## config.mk

```make
export PLATFORM = sky130hd
export DESIGN_NAME = imem_boot_ctrl
export DESIGN_NICKNAME = d
export VERILOG_FILES = /design/src/rtl/imem_boot_ctrl.sv
export SDC_FILE = /design/constraint.sdc
export NUM_CORES = 1
export LEC_CHECK = 0
export CAP_MARGIN = 5
export CORE_MARGIN = 2
export CORE_UTILIZATION = 44
export DETAILED_ROUTE_END_ITERATION = 7
export MAX_ROUTING_LAYER = met4
export PLACE_DENSITY_LB_ADDON = 0.12
export SKIP_LAST_GASP = 1
export SYNTH_ARGS = -nofsm -noshare
export SYNTH_HDL_FRONTEND = slang
export SYNTH_SLANG_ARGS = --single-unit
```

## constraint.sdc

```tcl
create_clock -name clk_i -period 2 [get_ports clk_i]
set_clock_uncertainty 0.1 [all_clocks]
set_input_delay 0.2 -clock clk_i [delete_from_list [all_inputs] [get_ports clk_i]]
set_output_delay 0.2 -clock clk_i [all_outputs]
set_load 0.03 [all_outputs]
```

## src/rtl/imem_boot_ctrl.sv

```systemverilog
// -----------------------------------------------------------------------------
// imem_boot_ctrl
//   Boot controller for a 64 x 32-bit instruction memory. On start it
//   optionally clears the memory, then packs loader bytes into 32-bit words
//   and writes them at ascending addresses. When the program is loaded it
//   releases the CPU and hands the memory address bus over to the fetch port.
//
// Configuration macro:
//   IMEM_BOOT_CLEAR_EN  defined   -> 64-cycle CLEAR pass before loading
//                       undefined -> start goes straight to LOAD; words not
//                                    loaded keep their previous contents
//
// Parameter:
//   BIG_ENDIAN  1: first byte of a word lands in [31:24]; 0: in [7:0]
//
// Ports:
//   clk_i        clock, all state changes on the rising edge
//   rst_ni       asynchronous active-low reset
//   start_i      single-cycle boot request (honoured in IDLE and RUN)
//   ld_valid_i   loader byte valid
//   ld_data_i    loader byte
//   ld_last_i    final byte of the program (qualified by ld_valid_i)
//   ld_ready_o   byte accepted this cycle when ld_valid_i is high
//   fetch_a_i    CPU fetch word address (routed to mem_a_o in RUN)
//   mem_a_o      instruction memory word address
//   mem_we_o     instruction memory write enable
//   mem_wd_o     instruction memory write data
//   cpu_rst_o    holds the CPU in reset outside RUN
//   busy_o       high in CLEAR or LOAD
//   done_o       one-cycle pulse in the first RUN cycle
//   ovf_o        sticky: program exceeded 64 words
//   word_cnt_o   words written in the current load (0..64)
// -----------------------------------------------------------------------------
module imem_boot_ctrl #(
  parameter bit BIG_ENDIAN = 1'b1
) (
  input  logic        clk_i,
  input  logic        rst_ni,
  input  logic        start_i,
  input  logic        ld_valid_i,
  input  logic [7:0]  ld_data_i,
  input  logic        ld_last_i,
  output logic        ld_ready_o,
  input  logic [5:0]  fetch_a_i,
  output logic [5:0]  mem_a_o,
  output logic        mem_we_o,
  output logic [31:0] mem_wd_o,
  output logic        cpu_rst_o,
  output logic        busy_o,
  output logic        done_o,
  output logic        ovf_o,
  output logic [6:0]  word_cnt_o
);

  localparam logic [2:0] S_IDLE  = 3'd0;
  localparam logic [2:0] S_LOAD  = 3'd2;
  localparam logic [2:0] S_WRITE = 3'd3;
  localparam logic [2:0] S_RUN   = 3'd4;
`ifdef IMEM_BOOT_CLEAR_EN
  localparam logic [2:0] S_CLEAR = 3'd1;
  localparam logic [2:0] S_BOOT  = S_CLEAR;
`else
  localparam logic [2:0] S_BOOT  = S_LOAD;
`endif

  logic [2:0]  state_q, state_d;
  logic [1:0]  byte_idx_q, byte_idx_d;
  logic [31:0] shift_q, shift_d;
  logic [6:0]  word_cnt_q, word_cnt_d;
  logic        ovf_q, ovf_d;
  logic        last_q, last_d;   // word being written carried ld_last
  logic        done_q, done_d;
`ifdef IMEM_BOOT_CLEAR_EN
  logic [5:0]  clr_cnt_q, clr_cnt_d;
`endif

  logic [1:0]  ld_lane;
  logic        accept;

  // Byte lane that the current byte index fills; lanes not yet written stay
  // zero because the register is cleared at the start of every word.
  assign ld_lane = BIG_ENDIAN ? (2'd3 - byte_idx_q) : byte_idx_q;
  assign accept  = ld_valid_i && ld_ready_o;

  always_comb begin
    state_d    = state_q;
    byte_idx_d = byte_idx_q;
    shift_d    = shift_q;
    word_cnt_d = word_cnt_q;
    ovf_d      = ovf_q;
    last_d     = last_q;
    done_d     = 1'b0;
`ifdef IMEM_BOOT_CLEAR_EN
    clr_cnt_d  = clr_cnt_q;
`endif
    case (state_q)
      S_IDLE, S_RUN: begin
        if (start_i) begin
          state_d    = S_BOOT;
          byte_idx_d = 2'd0;
          shift_d    = 32'd0;
          word_cnt_d = 7'd0;
          ovf_d      = 1'b0;
          last_d     = 1'b0;
`ifdef IMEM_BOOT_CLEAR_EN
          clr_cnt_d  = 6'd0;
`endif
        end
      end
`ifdef IMEM_BOOT_CLEAR_EN
      S_CLEAR: begin
        clr_cnt_d = clr_cnt_q + 6'd1;
        if (clr_cnt_q == 6'd63) state_d = S_LOAD;
      end
`endif
      S_LOAD: begin
        if (accept) begin
          shift_d[{ld_lane, 3'b000} +: 8] = ld_data_i;
          byte_idx_d = byte_idx_q + 2'd1;
          if (byte_idx_q == 2'd3 || ld_last_i) begin
            state_d = S_WRITE;
            last_d  = ld_last_i;
          end
        end
      end
      S_WRITE: begin
        word_cnt_d = word_cnt_q + 7'd1;
        byte_idx_d = 2'd0;
        shift_d    = 32'd0;
        last_d     = 1'b0;
        if (last_q) begin
          state_d = S_RUN;
          done_d  = 1'b1;
        end else if (word_cnt_q == 7'd63) begin
          // 64th word written and still no ld_last: program too large
          state_d = S_RUN;
          ovf_d   = 1'b1;
          done_d  = 1'b1;
        end else begin
          state_d = S_LOAD;
        end
      end
      default: state_d = S_IDLE;
    endcase
  end

  always_ff @(posedge clk_i or negedge rst_ni) begin
    if (!rst_ni) begin
      state_q    <= S_IDLE;
      byte_idx_q <= 2'd0;
      shift_q    <= 32'd0;
      word_cnt_q <= 7'd0;
      ovf_q      <= 1'b0;
      last_q     <= 1'b0;
      done_q     <= 1'b0;
`ifdef IMEM_BOOT_CLEAR_EN
      clr_cnt_q  <= 6'd0;
`endif
    end else begin
      state_q    <= state_d;
      byte_idx_q <= byte_idx_d;
      shift_q    <= shift_d;
      word_cnt_q <= word_cnt_d;
      ovf_q      <= ovf_d;
      last_q     <= last_d;
      done_q     <= done_d;
`ifdef IMEM_BOOT_CLEAR_EN
      clr_cnt_q  <= clr_cnt_d;
`endif
    end
  end

  // Memory port mux: fetch_a_i only reaches the memory in RUN.
  always_comb begin
    mem_a_o  = word_cnt_q[5:0];
    mem_we_o = 1'b0;
    mem_wd_o = 32'd0;
    case (state_q)
`ifdef IMEM_BOOT_CLEAR_EN
      S_CLEAR: begin
        mem_a_o  = clr_cnt_q;
        mem_we_o = 1'b1;
      end
`endif
      S_WRITE: begin
        mem_we_o = 1'b1;
        mem_wd_o = shift_q;
      end
      S_RUN:   mem_a_o = fetch_a_i;
      default: ;
    endcase
  end

  assign ld_ready_o = (state_q == S_LOAD);
  assign cpu_rst_o  = (state_q != S_RUN);
`ifdef IMEM_BOOT_CLEAR_EN
  assign busy_o     = (state_q == S_CLEAR) || (state_q == S_LOAD);
`else
  assign busy_o     = (state_q == S_LOAD);
`endif
  assign done_o     = done_q;
  assign ovf_o      = ovf_q;
  assign word_cnt_o = word_cnt_q;

endmodule

```

==> results of run 1 <==
[Yosys cell counts, drive strengths merged, types with 2 or more instances]
cell type	n	area share (%)
mux2	40	17
a22oi	2	0.58
and3	32	7.7
inv	6	0.87
nand2	8	1.2
nor3b	2	0.58
nor2	4	0.58
buf	6	2.0
clkbuf	9	1.3
o211ai	2	0.58
dfrtp	47	45
ha	6	2.9
mux2i	2	0.77
o21ai	8	2.1
nand3	9	1.7
a21oi	4	0.77
and2	33	8.0
[through the flow]
step / TNS [ns] / instance area, µm²
after global placement: -1.71 / 3320
after CTS: -0.0749 / 3430
after floorplan: 0 / 2580
final: 0 / 3430
after detailed placement: -2.44 / 3320
after global routing: -0.00194 / 3430
[state kept, by name, summed over array words and instances (netlist names)]
register    flops
last_q          1
word_cnt_o      7
ovf_o           1
state_q         3
shift_q        32
done_o          1
byte_idx_q      2
[metal layers]
layer  wire length, µm  up-vias  share of wire, %
met5                 0        -                 0
met2              2900       60                47
met4                59        0              0.97
met3               347        6               5.7
met1              2810     1012                46
li1                  -      999                 -
[worst reg2reg max path, stage by stage, from the launching register on]
cell,delay (ns)
dfrtp_1,0.42
inv_1,0.08
ha_1,0.31
buf_4,0.16
and4b_1,0.27
and3_1,0.22
mux2_2,0.26
[repair_timing]
action / 4_1_cts / 5_1_grt
hold buffers: 1 / 0
setup endpoints to repair: 38 / 42
setup buffers: 0 / 1
resized for setup: 24 / 13
hold endpoints to repair: 17 / 0
[worst min-delay path by stage]
stage                     depth (start not counted)  slack [ns]   start             to
final                                             2        0.28  rst_ni     state_q[0]
after global routing                              2        0.32  rst_ni     state_q[0]
after CTS                                         2        0.29  rst_ni     state_q[0]
after detailed placement                          1        0.08  rst_ni     state_q[0]
after global placement                            1        0.08  rst_ni     state_q[0]
after floorplan                                   0       -0.20  rst_ni  byte_idx_q[0]
[where the power goes]
group          leakage (nW)  total [mW]  switching (mW)  internal, mW
logic                  1.12        1.59           0.888         0.702
registers             0.645        1.24           0.126          1.12
clock network        0.0515       0.631           0.315         0.316
[layout make-up]
type                    count  area [µm²]
flip-flops and latches     47        1180
well taps                  72        90.1
clock buffers               8         100
repair buffers             87         709
inverters                   7        26.3
multi-input cells         169        1330
fillers                   522        2150
[cell families (layout without fill, tap and decap cells)]
group                      Yosys count  count (layout)  synth area share, %
DFF                                 47              47                 45.5
adders and majority gates            6               6                 2.90
muxes                               42              42                 18.2
buffers and inverters               22             102                 4.31
AOI/OAI and AO/OA                   23              23                 6.24
and+or+nand+nor                     98              98                 22.8
==> results.py, run 1 <==
metrics = {
    "run_status": {
        "status": "finished, final reports clean",
    },
    "detailed_routing": {
        "initialDrtViolationCount": 63,
        "via_per_inst": 5.33,
        "drc": 0,
        "firstDrtPassIters": 4,
        "vias": 2077,
        "drt-total-wl_mm": 6.11,
        "wl_per_cell_um": 15.7,
        "drtAntennaViolNets": 0,
    },
    "place": {
        "place_congestion": 0.861,
        "hpwl_mm": 4.42,
        "placedCellCount": 380,
        "portBuffers": 69,
        "dp_worst_setup_slack_ns": -0.128,
    },
    "global_routing": {
        "grt_pass1_vias": 2036,
        "met2_usage_pct": 33.4,
        "gr-max-usage-layer": "met2",
        "grtUsageMet3_pct": 3.15,
        "antenna_found_initial": 0,
        "grt_usage_pct": 20.6,
        "met1_usage_pct": 27.3,
        "grt_first_pass_wirelength_mm": 9.97,
        "grt-ovfl-total": 0,
        "grt_max_degree": 40,
    },
    "timing": {
        "max_slew_margin_pct": 69.1,
        "finalHoldViolations": 0,
        "setup_viol": 0,
        "slew_viol_final": 0,
        "holdWs_ns": 0.276,
        "rsz0062_at_grt": "true",
        "post-route-min-period_ns": 1.93,
        "tightest_slew_ns": 0.464,
        "layout_setup_ws_ns": 0.0703,
        "fmax_mhz": 518,
        "period_share_pct": 96.5,
    },
    "clock_tree": {
        "clockBufferDepth": 2,
        "numCtsBuffers": 5,
        "clkTransAtPathRegs_ns": 0.09,
        "root_buffer": "clkbuf_8",
        "htreeDepth": 2,
        "numClockSinks": 47,
        "clk_latency_ns": 0.30,
        "cts_tree": "built",
    },
    "worst_setup_path": {
        "critPathMaxFanout": 8,
        "crit_type": "register to register",
        "endpoint_kind": "register",
        "path_cells": "inv_1 -> ha_1 -> buf_4 -> and4b_1 -> and3_1 -> mux2_2",
        "crit_required_ns": 2.09,
        "slowest_delay_ns": 0.42,
        "crit_start": "byte_idx_q[0]",
        "r2r-start": "byte_idx_q[0]",
        "cp_data_arrival_time_ns": 2.02,
        "critPathSlowestCell": "dfrtp_1",
        "rr_worst_depth": 6,
        "cp_num_buf_inv": 2,
        "r2r_setup_slack_ns": 0.07,
        "cp-start-kind": "register",
        "crit_family": "simple AND/OR/NAND/NOR gates",
        "setup.worst_path.end": "shift_q[20]",
        "cp.depth": 6,
        "r2r_end": "shift_q[20]",
    },
    "power": {
        "vdd_drop_max_mv": 0.651,
        "p_leak_nw": 1.81,
        "power.total_mw": 3.46,
        "power_density_mw_per_mm2": 1010,
    },
    "synth": {
        "async_flop_share_pct": 100,
        "ys.flop_type": "dfrtp_1",
        "synth_edf_count": 0,
        "ys_ff_latch": 47,
        "synth_nets": 263,
        "synth_area_mm2": 0.00258,
        "ys_warn_count": 0,
        "avgSynthCellArea_um2": 10.9,
        "ys_seq_area_share_pct": 45.5,
        "synth_cells": 238,
        "ys_types": 38,
    },
    "layout": {
        "final_cell_mix": "buf_4, dfrtp_1, mux2_2, and2_1, and3_1",
        "syn2layout_area_growth_pct": 32.6,
        "finalNetCount": 342,
        "drive_gt1_share_pct": 36.2,
        "final_core_util_pct": 61.5,
        "diodes": 0,
        "final_common_cell": "buf_4",
        "fin_cells": 390,
    },
    "floorplan": {
        "start_util_pct": 46.4,
        "rows": 27,
        "die_w_um": 80.7,
        "core_mm2": 0.00557,
        "fp.dieH_um": 80.7,
        "die_area_mm2": 0.00650,
        "io_pins": 70,
    },
    "job": {
        "cap_violations": 0,
    },
    "min_path": {
        "hp-class": "input pin to asynchronous set/reset pin",
    },
}
Note: power is estimated with default switching activity, not from simulation.
==> inputs of run 2 (changes only) <==
Settings changed: HOLD_SLACK_MARGIN from default to 0.12.
==> results of run 2 <==
The final DEF is identical to that of run 1; final timing and power are the same.
==> inputs of run 3 (changes only) <==
Settings changed: ABC_AREA from default to 1, CORE_UTILIZATION 44 to 45.
==> run 3 against run 2 <==
Setup slack better by 0.038 ns. Flip-flop and latch count unchanged. Highest routed layer unchanged. Register-to-register slack better by 0.13 ns. Largest cell class unchanged. First-iteration DRC count increased to 2.5 times the previous value.
==> results.py, run 3 <==
metrics = {
    "power": {
        "vdd_drop_max_mv": 0.627,
        "power_density_mw_per_mm2": 1100,
        "p_leak_nw": 1.88,
    },
    "timing": {
        "rsz0062_at_grt": "true",
        "finalHoldViolations": 0,
        "slew_viol_final": 0,
        "period_share_pct": 94.6,
        "holdWs_ns": 0.297,
        "setup_tns_ns": 0,
        "max_slew_margin_pct": 65.0,
        "fmax_mhz": 529,
        "post-route-min-period_ns": 1.89,
        "setup_viol": 0,
        "tightest_slew_ns": 0.526,
    },
    "synth": {
        "yosys.area.top_type_share_pct": 42.5,
        "synth_area_mm2": 0.00277,
        "synth_common_cells": "nand2_1, nor2_1, inv_1, dfrtp_1, nand4_1",
        "ys_types": 23,
        "avgSynthCellArea_um2": 6.80,
        "ys_seq_area_share_pct": 42.5,
        "synth_area_leaders": "dfrtp_1, nand2_1, nor2_1",
        "ys.flop_type": "dfrtp_1",
        "ys_ff_latch": 47,
        "async_flop_share_pct": 100,
        "synth_most_common_cell": "nand2_1",
        "synth_top_area_cell": "dfrtp_1",
        "synth_cells": 407,
        "ys_warn_count": 0,
        "synth_nets": 432,
        "synth_edf_count": 0,
    },
    "layout": {
        "final_cell_mix": "nand2_1, nor2_1, inv_1, buf_4, dfrtp_1",
        "fin_cells": 561,
        "largest_register_ffs": 32,
        "largest-register": "shift_q",
        "syn2layout_area_growth_pct": 33.1,
        "diodes": 0,
        "drive_gt1_share_pct": 16.9,
        "final_common_cell": "nand2_1",
        "finalNetCount": 510,
    },
    "global_routing": {
        "antenna_found_initial": 0,
        "grt_pass1_vias": 2413,
        "grt_first_pass_wirelength_mm": 11.0,
        "grt-ovfl-total": 0,
        "grt_max_degree": 26,
        "grt_usage_pct": 21.8,
    },
    "min_path": {
        "hp-class": "input pin to asynchronous set/reset pin",
    },
    "worst_setup_path": {
        "cp_data_arrival_time_ns": 1.59,
        "r2r_end": "shift_q[3]",
        "rr_worst_depth": 7,
        "r2r-start": "byte_idx_q[0]",
        "cp-start-kind": "register",
        "setup.worst_path.end": "mem_wd_o[14]",
        "r2r_setup_slack_ns": 0.20,
        "crit_type": "register to output pin",
        "crit_start": "state_q[2]",
        "endpoint_kind": "output pin",
        "critPathMaxFanout": 21,
        "crit_required_ns": 1.70,
    },
    "clock_tree": {
        "clkTransAtPathRegs_ns": 0.09,
        "htreeDepth": 2,
        "root_buffer": "clkbuf_8",
        "cts_tree": "built",
        "numCtsBuffers": 5,
        "clockBufferDepth": 2,
        "clk_latency_ns": 0.30,
        "numClockSinks": 47,
    },
    "detailed_routing": {
        "via_per_inst": 4.77,
        "drt-total-wl_mm": 6.68,
        "drtAntennaViolNets": 0,
        "wl_per_cell_um": 11.9,
        "firstDrtPassIters": 4,
        "m1WireLength_mm": 3.18,
        "met2WireLength_mm": 3.08,
        "met3_length_um": 392,
        "drc": 0,
        "vias": 2676,
        "initialDrtViolationCount": 160,
        "topRoutingLayerUsed": "met4",
    },
    "floorplan": {
        "io_pins": 70,
        "fp.dieH_um": 82.4,
        "die_area_mm2": 0.00679,
        "start_util_pct": 46.7,
        "rows": 28,
        "core_mm2": 0.00592,
        "die_w_um": 82.4,
    },
    "job": {
        "cap_violations": 0,
    },
    "run_status": {
        "status": "finished, final reports clean",
    },
    "place": {
        "hpwl_mm": 5.14,
        "place_congestion": 0.962,
        "placedCellCount": 549,
        "portBuffers": 69,
    },
}
run 3: cell count changes after synthesis, moves of 4 or more:
| cell | delta |
|---|---|
| and3_1 | -32 |
| nand2_1 | +121 |
| nor2_1 | +73 |
| buf_2 | +6 |
| o21ai_0 | +4 |
| mux2_2 | -40 |
| nand2_2 | +4 |
| and2_1 | -33 |
| clkbuf_1 | -8 |
| nand4_1 | +23 |
| nand3_1 | +11 |
| inv_1 | +51 |
| o21ai_2 | -4 |
run 3: what timing repair did:
item	CTS	global route
hold buffers	1	0
buffers inserted	2	1
endpoints found under the hold margin	22	0
setup endpoints to repair	25	40
resized for setup	4	9
pin swaps	1	0
run 3: routing by layer:
| layer | track usage, % | vias up |
|---|---|---|
| li1 | - | 1407 |
| met1 | 29.4 | 1184 |
| met2 | 34.0 | 83 |
| met3 | 3.91 | 2 |
| met4 | 5.50 | 0 |
| met5 | - | - |
run 3: how the worst min path moves through the flow:
stage	start	cells after the start	end
floorplan	rst_ni	0	byte_idx_q[0]
global placement	rst_ni	1	word_cnt_o[3]
detailed placement	rst_ni	1	word_cnt_o[3]
CTS	rst_ni	2	word_cnt_o[3]
global route	rst_ni	2	word_cnt_o[3]
finish	rst_ni	2	word_cnt_o[3]
run 3: final cells by class:
cell class,count,area (µm²)
Clock buffer,8,100
Timing Repair Buffer,84,763
Fill cell,548,2240
Sequential cell,47,1180
Multi-Input combinational cell,286,1320
Inverter,61,229
Tap cell,75,93.8
run 3: logic make-up after synthesis:
kind of cell	after synthesis	synth area share (%)
AO/OA/AOI/OAI	15	2.85
XOR/XNOR	1	0.317
adder cells (fa/ha/maj)	6	2.71
buffers and inverters	74	10.8
flip-flops	47	42.5
AND/OR/NAND/NOR	264	40.8
run 3: report_power, final:
| group | total [mW] | switching [mW] | internal (mW) |
|---|---|---|---|
| combinational | 2.12 | 1.44 | 0.675 |
| sequential | 1.30 | 0.165 | 1.14 |
| clock | 0.628 | 0.312 | 0.316 |
run 3: worst max-delay path: stages, from the launching register on:
cell,delay (ns)
dfrtp_2,0.45
inv_1,0.07
nand2_2,0.09
nor2_4,0.14
inv_2,0.05
buf_4,0.20
nor2_1,0.12
buf_4,0.17
run 3: stage by stage:
stage / util (%) / instance area (µm²) / setup slack, ns / total power, mW
2_1_floorplan: - / 2770 / 0.121 / 2.79
3_3_place_gp: 59.6 / 3530 / 0.190 / 3.36
3_5_place_dp: 59.6 / 3530 / 0.169 / 3.39
4_1_cts: 61.7 / 3650 / 0.0146 / 4.04
5_1_grt: 62.2 / 3680 / -0.000786 / 4.36
6_report: 62.2 / 3680 / 0.108 / 4.05
